==> config.mk <==
export PLATFORM = sky130hd
export DESIGN_NAME = universal_shift_reg
export DESIGN_NICKNAME = d
export VERILOG_FILES = /design/src/rtl/universal_shift_reg.sv
export SDC_FILE = /design/constraint.sdc
export NUM_CORES = 1
export LEC_CHECK = 0
export BUFFER_PORTS_ARGS = -buffer_cell sky130_fd_sc_hd__buf_2
export CAP_MARGIN = 20
export CORE_ASPECT_RATIO = 1.2
export CORE_MARGIN = 3
export CORE_UTILIZATION = 50
export DETAILED_ROUTE_END_ITERATION = 7
export GPL_TIMING_DRIVEN = 0
export PLACE_DENSITY_LB_ADDON = 0.2
export SYNTH_ARGS = -nofsm -noshare
export SYNTH_HDL_FRONTEND = slang
export SYNTH_SLANG_ARGS = --single-unit
==> constraint.sdc <==
create_clock -name clk -period 5.2 [get_ports clk]
set_input_delay 1.3 -clock clk [delete_from_list [all_inputs] [get_ports clk]]
set_output_delay 1.3 -clock clk [all_outputs]
set_load 0.005 [all_outputs]
==> src/rtl/universal_shift_reg.sv <==
// ---------------------------------------------------------------------------
// universal_shift_reg
//
// Purpose:
//   Parametrised universal shift register for the divider datapath and other
//   arithmetic blocks. It supports parallel load, logical, arithmetic, rotate
//   and serial-fill shifts.
//
//   A multi-position shift runs one bit per clock. A start/busy/done
//   handshake lets a controller request an N-position shift and then wait
//   for it to finish. The register also keeps the bit that was most
//   recently shifted out.
//
// Parameters:
//   WIDTH      register width in bits (>= 2)
//   CW         width of the shift-amount input
//
// Ports:
//   clk        clock, rising edge
//   rst        synchronous active-high reset
//   i_ld       parallel load of i_d (only honoured when idle)
//   i_d        parallel load data
//   i_start    request a multi-position shift (only honoured when idle)
//   i_mode     shift mode, latched at start
//   i_amt      number of one-bit steps, latched at start
//   i_left_in  serial fill bit for mode SRI, sampled on each step edge
//   i_right_in serial fill bit for mode SLI, sampled on each step edge
//   o_q        register contents
//   o_shout    bit most recently shifted out
//   o_busy     high while a shift sequence is in progress
//   o_done     one-cycle completion pulse
// ---------------------------------------------------------------------------
module universal_shift_reg #(
   parameter int WIDTH = 8,
   parameter int CW    = $clog2(WIDTH) + 1
) (
   input  logic             clk,
   input  logic             rst,
   input  logic             i_ld,
   input  logic [WIDTH-1:0] i_d,
   input  logic             i_start,
   input  logic [2:0]       i_mode,
   input  logic [CW-1:0]    i_amt,
   input  logic             i_left_in,
   input  logic             i_right_in,
   output logic [WIDTH-1:0] o_q,
   output logic             o_shout,
   output logic             o_busy,
   output logic             o_done
);

   typedef enum logic {
      IDLE,
      SHIFT
   } state_t;

   state_t           r_state;
   state_t           w_nextState;
   logic [WIDTH-1:0] r_q;
   logic [WIDTH-1:0] w_nextQ;
   logic             r_shout;
   logic             w_nextShout;
   logic [CW-1:0]    r_cnt;
   logic [CW-1:0]    w_nextCnt;
   logic [2:0]       r_mode;
   logic [2:0]       w_nextMode;
   logic             r_done;
   logic             w_nextDone;
   logic [WIDTH-1:0] w_stepQ;
   logic             w_stepShout;

   // This block computes the result of a single one-bit step in the latched
   // mode. The reserved mode falls through to the default, so q and shout
   // hold while the counter keeps running. That keeps busy/done timing the
   // same as for a real shift.
   always_comb begin
      w_stepQ     = r_q;
      w_stepShout = r_shout;
      case (r_mode)
         3'b000: begin
            w_stepQ     = {r_q[WIDTH-2:0], 1'b0};
            w_stepShout = r_q[WIDTH-1];
         end
         3'b001: begin
            w_stepQ     = {1'b0, r_q[WIDTH-1:1]};
            w_stepShout = r_q[0];
         end
         3'b010: begin
            w_stepQ     = {r_q[WIDTH-1], r_q[WIDTH-1:1]};
            w_stepShout = r_q[0];
         end
         3'b011: begin
            w_stepQ     = {r_q[WIDTH-2:0], r_q[WIDTH-1]};
            w_stepShout = r_q[WIDTH-1];
         end
         3'b100: begin
            w_stepQ     = {r_q[0], r_q[WIDTH-1:1]};
            w_stepShout = r_q[0];
         end
         3'b101: begin
            w_stepQ     = {r_q[WIDTH-2:0], i_right_in};
            w_stepShout = r_q[WIDTH-1];
         end
         3'b110: begin
            w_stepQ     = {i_left_in, r_q[WIDTH-1:1]};
            w_stepShout = r_q[0];
         end
         default: begin
            w_stepQ     = r_q;
            w_stepShout = r_shout;
         end
      endcase
   end

   // This block holds the next-state and datapath decisions.
   // In IDLE, a load takes priority over start, so a start that arrives
   // together with a load is dropped. A zero-length start goes straight to
   // the done pulse without entering SHIFT.
   // In SHIFT, the block counts down and leaves on the edge where the
   // counter was 1. During SHIFT, ld, start, mode and amt are all ignored.
   always_comb begin
      w_nextState = r_state;
      w_nextQ     = r_q;
      w_nextShout = r_shout;
      w_nextCnt   = r_cnt;
      w_nextMode  = r_mode;
      w_nextDone  = 1'b0;
      case (r_state)
         IDLE: begin
            if (i_ld) begin
               w_nextQ     = i_d;
               w_nextShout = 1'b0;
            end else if (i_start) begin
               if (i_amt == '0) begin
                  w_nextDone = 1'b1;
               end else begin
                  w_nextMode  = i_mode;
                  w_nextCnt   = i_amt;
                  w_nextState = SHIFT;
               end
            end
         end
         SHIFT: begin
            w_nextQ     = w_stepQ;
            w_nextShout = w_stepShout;
            w_nextCnt   = r_cnt - CW'(1);
            if (r_cnt == CW'(1)) begin
               w_nextState = IDLE;
               w_nextDone  = 1'b1;
            end
         end
         default: begin
            w_nextState = IDLE;
         end
      endcase
   end

   // This is the state register. Reset abandons any shift that is in flight.
   always_ff @(posedge clk) begin
      if (rst) begin
         r_state <= IDLE;
      end else begin
         r_state <= w_nextState;
      end
   end

   // These are the datapath and handshake registers. They share the same
   // synchronous reset as the state register.
   always_ff @(posedge clk) begin
      if (rst) begin
         r_q     <= '0;
         r_shout <= 1'b0;
         r_cnt   <= '0;
         r_mode  <= 3'b000;
         r_done  <= 1'b0;
      end else begin
         r_q     <= w_nextQ;
         r_shout <= w_nextShout;
         r_cnt   <= w_nextCnt;
         r_mode  <= w_nextMode;
         r_done  <= w_nextDone;
      end
   end

   assign o_q     = r_q;
   assign o_shout = r_shout;
   assign o_busy  = (r_state == SHIFT);
   assign o_done  = r_done;

endmodule

==> results of run 1 <==
path summary, 6_finish.rpt:
kind,from,to,depth (start not counted)
hold reg to reg,o_shout,o_shout,1
setup reg to reg,r_mode[2],o_q[1],5
setup / recovery,o_q[7],o_q[7],1
hold / removal,o_shout,o_shout,1
stage by stage:
stage	utilization	worst slack (ns)	hold slack, ns	cell area [µm²]
2_1_floorplan	-	2.97	0.461	1090
3_3_place_gp	0.656	2.70	0.440	1280
3_5_place_dp	0.656	2.67	0.451	1280
4_1_cts	0.675	2.96	0.478	1320
5_1_grt	0.675	2.90	0.498	1320
6_report	0.675	2.98	0.470	1320
routing by layer:
layer | global-route usage | wire [µm]
met4 | 0.106 | 48
met5 | 0 | 0
met2 | 0.383 | 1390
met3 | 0.0444 | 146
met1 | 0.198 | 1070
cell usage in the layout (no fill, tap or decap), types with 2 or more instances in the layout:
master,n
nand2_1,5
o22ai_1,3
mux2_2,7
nor2_1,12
a31oi_1,2
nor2b_1,2
buf_4,2
clkbuf_4,3
nand3b_1,2
a21oi_1,8
and2_1,4
nor3b_1,6
mux2i_1,4
nand2b_1,3
buf_2,34
nor3_1,3
o21ai_0,4
ha_1,2
inv_1,4
dfxtp_1,18
a221o_1,6
where the power goes:
part           switching (mW)  internal (mW)
Combinational          0.0357         0.0361
Sequential             0.0103          0.148
Clock                  0.0463         0.0428
Total                  0.0923          0.227
sequential cells by signal, indices dropped and copies added, names as in the netlist:
name / count
o_q: 8
r_cnt: 4
r_mode: 3
o_busy: 1
o_done: 1
o_shout: 1
synth_stat cells, types with 2 or more instances:
library cell  number  share of area
dfxtp_1           18           0.33
nor2_1            12          0.041
a21oi_1            8          0.037
mux2_2             7          0.072
a221o_1            6          0.055
nor3b_1            6          0.041
nand2_1            5          0.017
and2_1             4          0.023
inv_1              4          0.014
mux2i_1            4          0.037
o21ai_0            4          0.018
buf_2              3          0.014
nand2b_1           3          0.017
nor3_1             3          0.014
o22ai_1            3          0.017
a31oi_1            2          0.011
buf_4              2          0.014
ha_1               2          0.023
nand3b_1           2          0.014
nor2b_1            2          0.011
kinds of logic after synthesis:
logic type / synth area share
fa+ha+maj: 0.0229
compound gates: 0.229
mux: 0.109
simple gates: 0.239
flops: 0.330
buf+inv: 0.0480
xor+xnor: 0.0229
final cells by class:
class                      instances  area (µm²)  share of cell area
timing repair buffer              31         155               0.118
tap                               28        35.0              0.0265
multi-input combinational         95         681               0.516
clock buffer                       4        36.3              0.0275
sequential                        18         360               0.273
buffer                             7        37.5              0.0284
inverter                           4        15.0              0.0114
==> flow_summary.yaml, run 1 <==
clocking:
  cts_tree: "done"
  cts_made_buffers: 3
  cts.repair.resized: 0
  path_clk_slew_ns: 0.10
  hold_buffers: 0
  cts_root_buffer: "clkbuf_4"
  clkSinkCount: 18
  clk_path_buf_depth: 2
  post-cts-setup-buffer-count: 0
  htree_num_levels: 1
  clk_latency_ns: 0.30
worst_setup_path:
  critPathSlowestCell: "dfxtp_1"
  cp.required_ns: 3.90
  critical_path_buf_inv_count: 1
  critical_path.max_fanout: 7
  critical_path_class: "register to output pin"
  slowest_delay_ns: 0.46
  crit_arrival_ns: 0.92
  start_kind: "register"
  r2r_setup_slack_ns: 3.41
  cp-end-kind: "output pin"
  cp_cell_sequence: "buf_2"
  crit_family: "flip-flops"
route:
  vias: 1072
  drt_wl_total_um: 2650
  viasPerCell: 5.73
  drt-initial-drc-count: 16
  wl_per_cell_um: 14.2
  dr.pass1.iters: 4
  drc: 0
  detail-route-antenna-nets: 0
power:
  cellPowerDensity_mw_per_mm2: 242
  ir_drop_v: 0.000199
  p_total_mw: 0.319
  power_leakage_nw: 0.566
run_status:
  status: "complete, no violations"
sta:
  fmax_ghz: 0.450
  slew_headroom: 0.573
  setup-violations-final: 0
  fin_crit_sh: 0.427
  worst_pin_slew_ns: 0.640
  drv_slew: 0
  finClkSkew_ns: 0.00121
  rsz0062_at_grt: "no"
  finalHoldViolCount: 0
  setup_tns_ns: 0
  final.min_clock_period_ns: 2.22
global_route:
  antenna_found_initial: 0
  grt_use_total: 0.200
  grt_pass1_vias: 1025
  grt_pass1_wl_um: 4320
  grt_max_degree: 11
  grt_overflow_total: 0
synth:
  seq_area_frac_synth: 0.330
  ys_types: 44
  synth_edf_count: 0
  synthesis.nets: 147
  synth_warnings: 0
  synth_flop_cell: "dfxtp_1"
  synth-seq-cells: 18
  async_reset_ff_frac: 0
  avgSynthCellArea_um2: 8.82
  netlist_instances: 124
  syn_area_mm2: 0.00109
die:
  rows: 17
  coreArea_mm2: 0.00196
  die_w_um: 48.7
  io_pins: 32
  die_h_um: 57.2
  start_util: 0.559
  die-area_mm2: 0.00279
layout:
  antenna-diode-count: 0
  nFillCells: 186
  final_nets: 183
  instances_no_fill: 187
  drive_above_1_share: 0.327
  syn_to_final_growth_pct: 20.7
place:
  dp.cells: 183
  hpwl_um: 2080
  gp_congestion: 0.889
  port-buffer-count: 31
flow_run:
  max_cap_viol_count: 0
min_path:
  hp-class: "register to register"
Note: power is estimated with default switching activity, not from simulation.
==> run 2, diff against run 1 <==
ABC_AREA = 1   (was unset)
CORE_UTILIZATION = 46   (was 50)
clock period = 2.03 ns   (was 5.2 ns; I/O delays follow)
==> run 2 against run 1 <==
  * Combinational power grew to 3.6 times the previous value
  * Global-route usage shrank 0.28 points
  * Largest cell class unchanged
  * Critical path type is now register to register
  * Critical endpoint is now r_mode[2]
  * Clock skew grew 0.0034 ns
  * Die area grew 11%
  * First-iteration DRC count grew 94%
  * Core utilization shrank 9.1 points
  * Via count grew 16%
  * Power grew to 2.8 times the previous value
  * Critical path depth grew 5
  * Design area grew 2.9%
  * Largest power group unchanged
  * Cell count grew 31%
==> flow_summary.yaml, run 2 <==
run_status:
  status: "complete, no violations"
synth:
  synth_warnings: 0
  seq_area_frac_synth: 0.318
  ys_types: 24
  synth_top_cells_by_count: "nand2_1 (47), nor2_1 (29), inv_1 (24), nand3_1 (20), dfxtp_1 (18)"
  async_reset_ff_frac: 0
  avgSynthCellArea_um2: 6.30
  syn_area_mm2: 0.00113
  synthTopCellsByArea: "dfxtp_1 (32%), nand2_1 (16%), nor2_1 (9.6%)"
  yosysTopAreaCell: "dfxtp_1"
  yosysMostFrequentCell: "nand2_1"
  synthesis.nets: 203
  synth.top_cell.area_share: 0.318
  synth_flop_cell: "dfxtp_1"
  synth_edf_count: 0
  synth-seq-cells: 18
  netlist_instances: 180
min_path:
  hp-class: "input port to register"
layout:
  largest_register_ffs: 8
  antenna-diode-count: 0
  post-route-cell-area_mm2: 0.00136
  final_nets: 238
  nFillCells: 266
  drive_above_1_share: 0.206
  syn_to_final_growth_pct: 19.9
  mostFrequentLayoutCells: "nand2_1 (47), buf_2 (31), nor2_1 (29)"
  final_common_cell: "nand2_1"
place:
  hpwl_um: 2150
  port-buffer-count: 30
  placed_area_mm2: 0.00132
  gp_congestion: 0.889
clocking:
  htree_num_levels: 1
  clk_latency_ns: 0.30
  clkSinkCount: 18
  hold_buffers: 0
  clk_path_buf_depth: 2
  post-cts-setup-buffer-count: 0
  cts_tree: "done"
  cts_made_buffers: 3
  cts.repair.resized: 0
  cts_root_buffer: "clkbuf_4"
  path_clk_slew_ns: 0.12
die:
  coreArea_mm2: 0.00233
  die_w_um: 51.3
  rows: 19
  io_pins: 32
  die_h_um: 60.4
  die-area_mm2: 0.00310
  start_util: 0.487
power:
  power_leakage_nw: 0.667
  p_total_mw: 0.904
  ir_drop_v: 0.000451
  cellPowerDensity_mw_per_mm2: 665
global_route:
  grt_pass1_wl_um: 4800
  antenna_found_initial: 0
  grt_pass1_vias: 1147
  grt_max_degree: 11
  grt_use_total: 0.197
  grt_overflow_total: 0
worst_setup_path:
  r2r_setup_slack_ns: 0.51
  critical_path.max_fanout: 7
  cp-startpoint: "o_busy"
  critical_path_class: "register to register"
  start_kind: "register"
  crit_arrival_ns: 1.72
  reg2reg_depth: 6
  cp-end-kind: "register"
  cp.required_ns: 2.23
  rr_endpoint: "r_mode[2]"
  rr_startpoint: "o_busy"
  crit_path_end: "r_mode[2]"
sta:
  fin_crit_sh: 0.749
  finClkSkew_ns: 0.00461
  setup_tns_ns: 0
  slew_headroom: 0.814
  worst_pin_slew_ns: 0.279
  drv_slew: 0
  final.min_clock_period_ns: 1.52
  rsz0062_at_grt: "no"
  finalHoldViolCount: 0
  fmax_ghz: 0.657
  setup-violations-final: 0
flow_run:
  max_cap_viol_count: 0
route:
  drt-initial-drc-count: 31
  vias: 1240
  wl_per_cell_um: 11.5
  detail-route-antenna-nets: 0
  dr.pass1.iters: 4
  viasPerCell: 5.06
  drc: 0
  drt_wl_total_um: 2820
==> run 2: cell count changes after synthesis, moves of 3 or more <==
cell / before / now
nor3b_1: 6 / 0
nor2_1: 12 / 29
nand3_1: 1 / 20
nand4_1: 1 / 4
o22ai_1: 3 / 0
nand2_1: 5 / 47
mux2_2: 7 / 0
inv_1: 4 / 24
a21oi_1: 8 / 13
mux2i_1: 4 / 0
a221o_1: 6 / 0
nand2b_1: 3 / 0
nor3_1: 3 / 0
and2_1: 4 / 0
==> run 2: routing by layer <==
metal  wire [µm]  up-vias  GRT usage
li1            -      648          -
met1        1280      563      0.245
met2        1390       27      0.357
met3         116        2     0.0221
met4          22        0     0.0599
met5           0        -          0
==> run 2: where the power goes <==
part           internal, mW  switching, mW  leakage [nW]
sequential            0.384         0.0294         0.148
clock                 0.109          0.126        0.0210
combinational         0.104          0.152         0.498
==> run 2: critical path: stages (launching register included) <==
cell     delay (ns)
dfxtp_1        0.40
inv_1          0.24
nand2_1        0.15
nor2_2         0.19
nand2_1        0.19
o21ai_0        0.19
a21oi_1        0.06
==> run 2: kinds of logic (layout without fill, tap and decap cells) <==
kind of cell               count (synthesis)  in the layout  synth area share
AOI/OAI and AO/OA                         27             27             0.143
xor gates and xnor gates                   1              1           0.00773
adders and majority gates                  2              2            0.0221
buffers and inverters                     29             63             0.123
DFF                                       18             18             0.318
and+or+nand+nor                          103            103             0.386
==> run 2: metrics by stage <==
| stage | cells | hold WS, ns | setup WS, ns | utilization |
|---|---|---|---|---|
| finish | 245 | 0.432 | 0.509 | 0.583 |
| global route | 245 | 0.436 | 0.315 | 0.583 |
| CTS | 245 | 0.431 | 0.502 | 0.583 |
| detailed placement | 241 | 0.460 | 0.443 | 0.568 |
| global placement | 241 | 0.456 | 0.509 | 0.568 |
| floorplan | 180 | 0.460 | 0.754 | - |
==> run 2: area by class of cell <==
class	instances	area [µm²]	area share
multi-input cells	133	634	0.467
flip-flops and latches	18	360	0.265
repair buffers	30	150	0.110
inverters	24	90.1	0.0663
plain buffers	5	48.8	0.0359
well taps	31	38.8	0.0285
clock buffers	4	36.3	0.0267
==> run 2: how the worst min path moves through the flow <==
stage,cells past startpoint,to,startpoint,slack [ns]
floorplan,2,o_shout,o_shout,0.46
global placement,2,o_shout,o_shout,0.46
detailed placement,2,o_shout,o_shout,0.46
CTS,2,o_q[6],rst,0.43
global route,2,o_q[6],rst,0.44
finish,2,o_q[6],rst,0.43
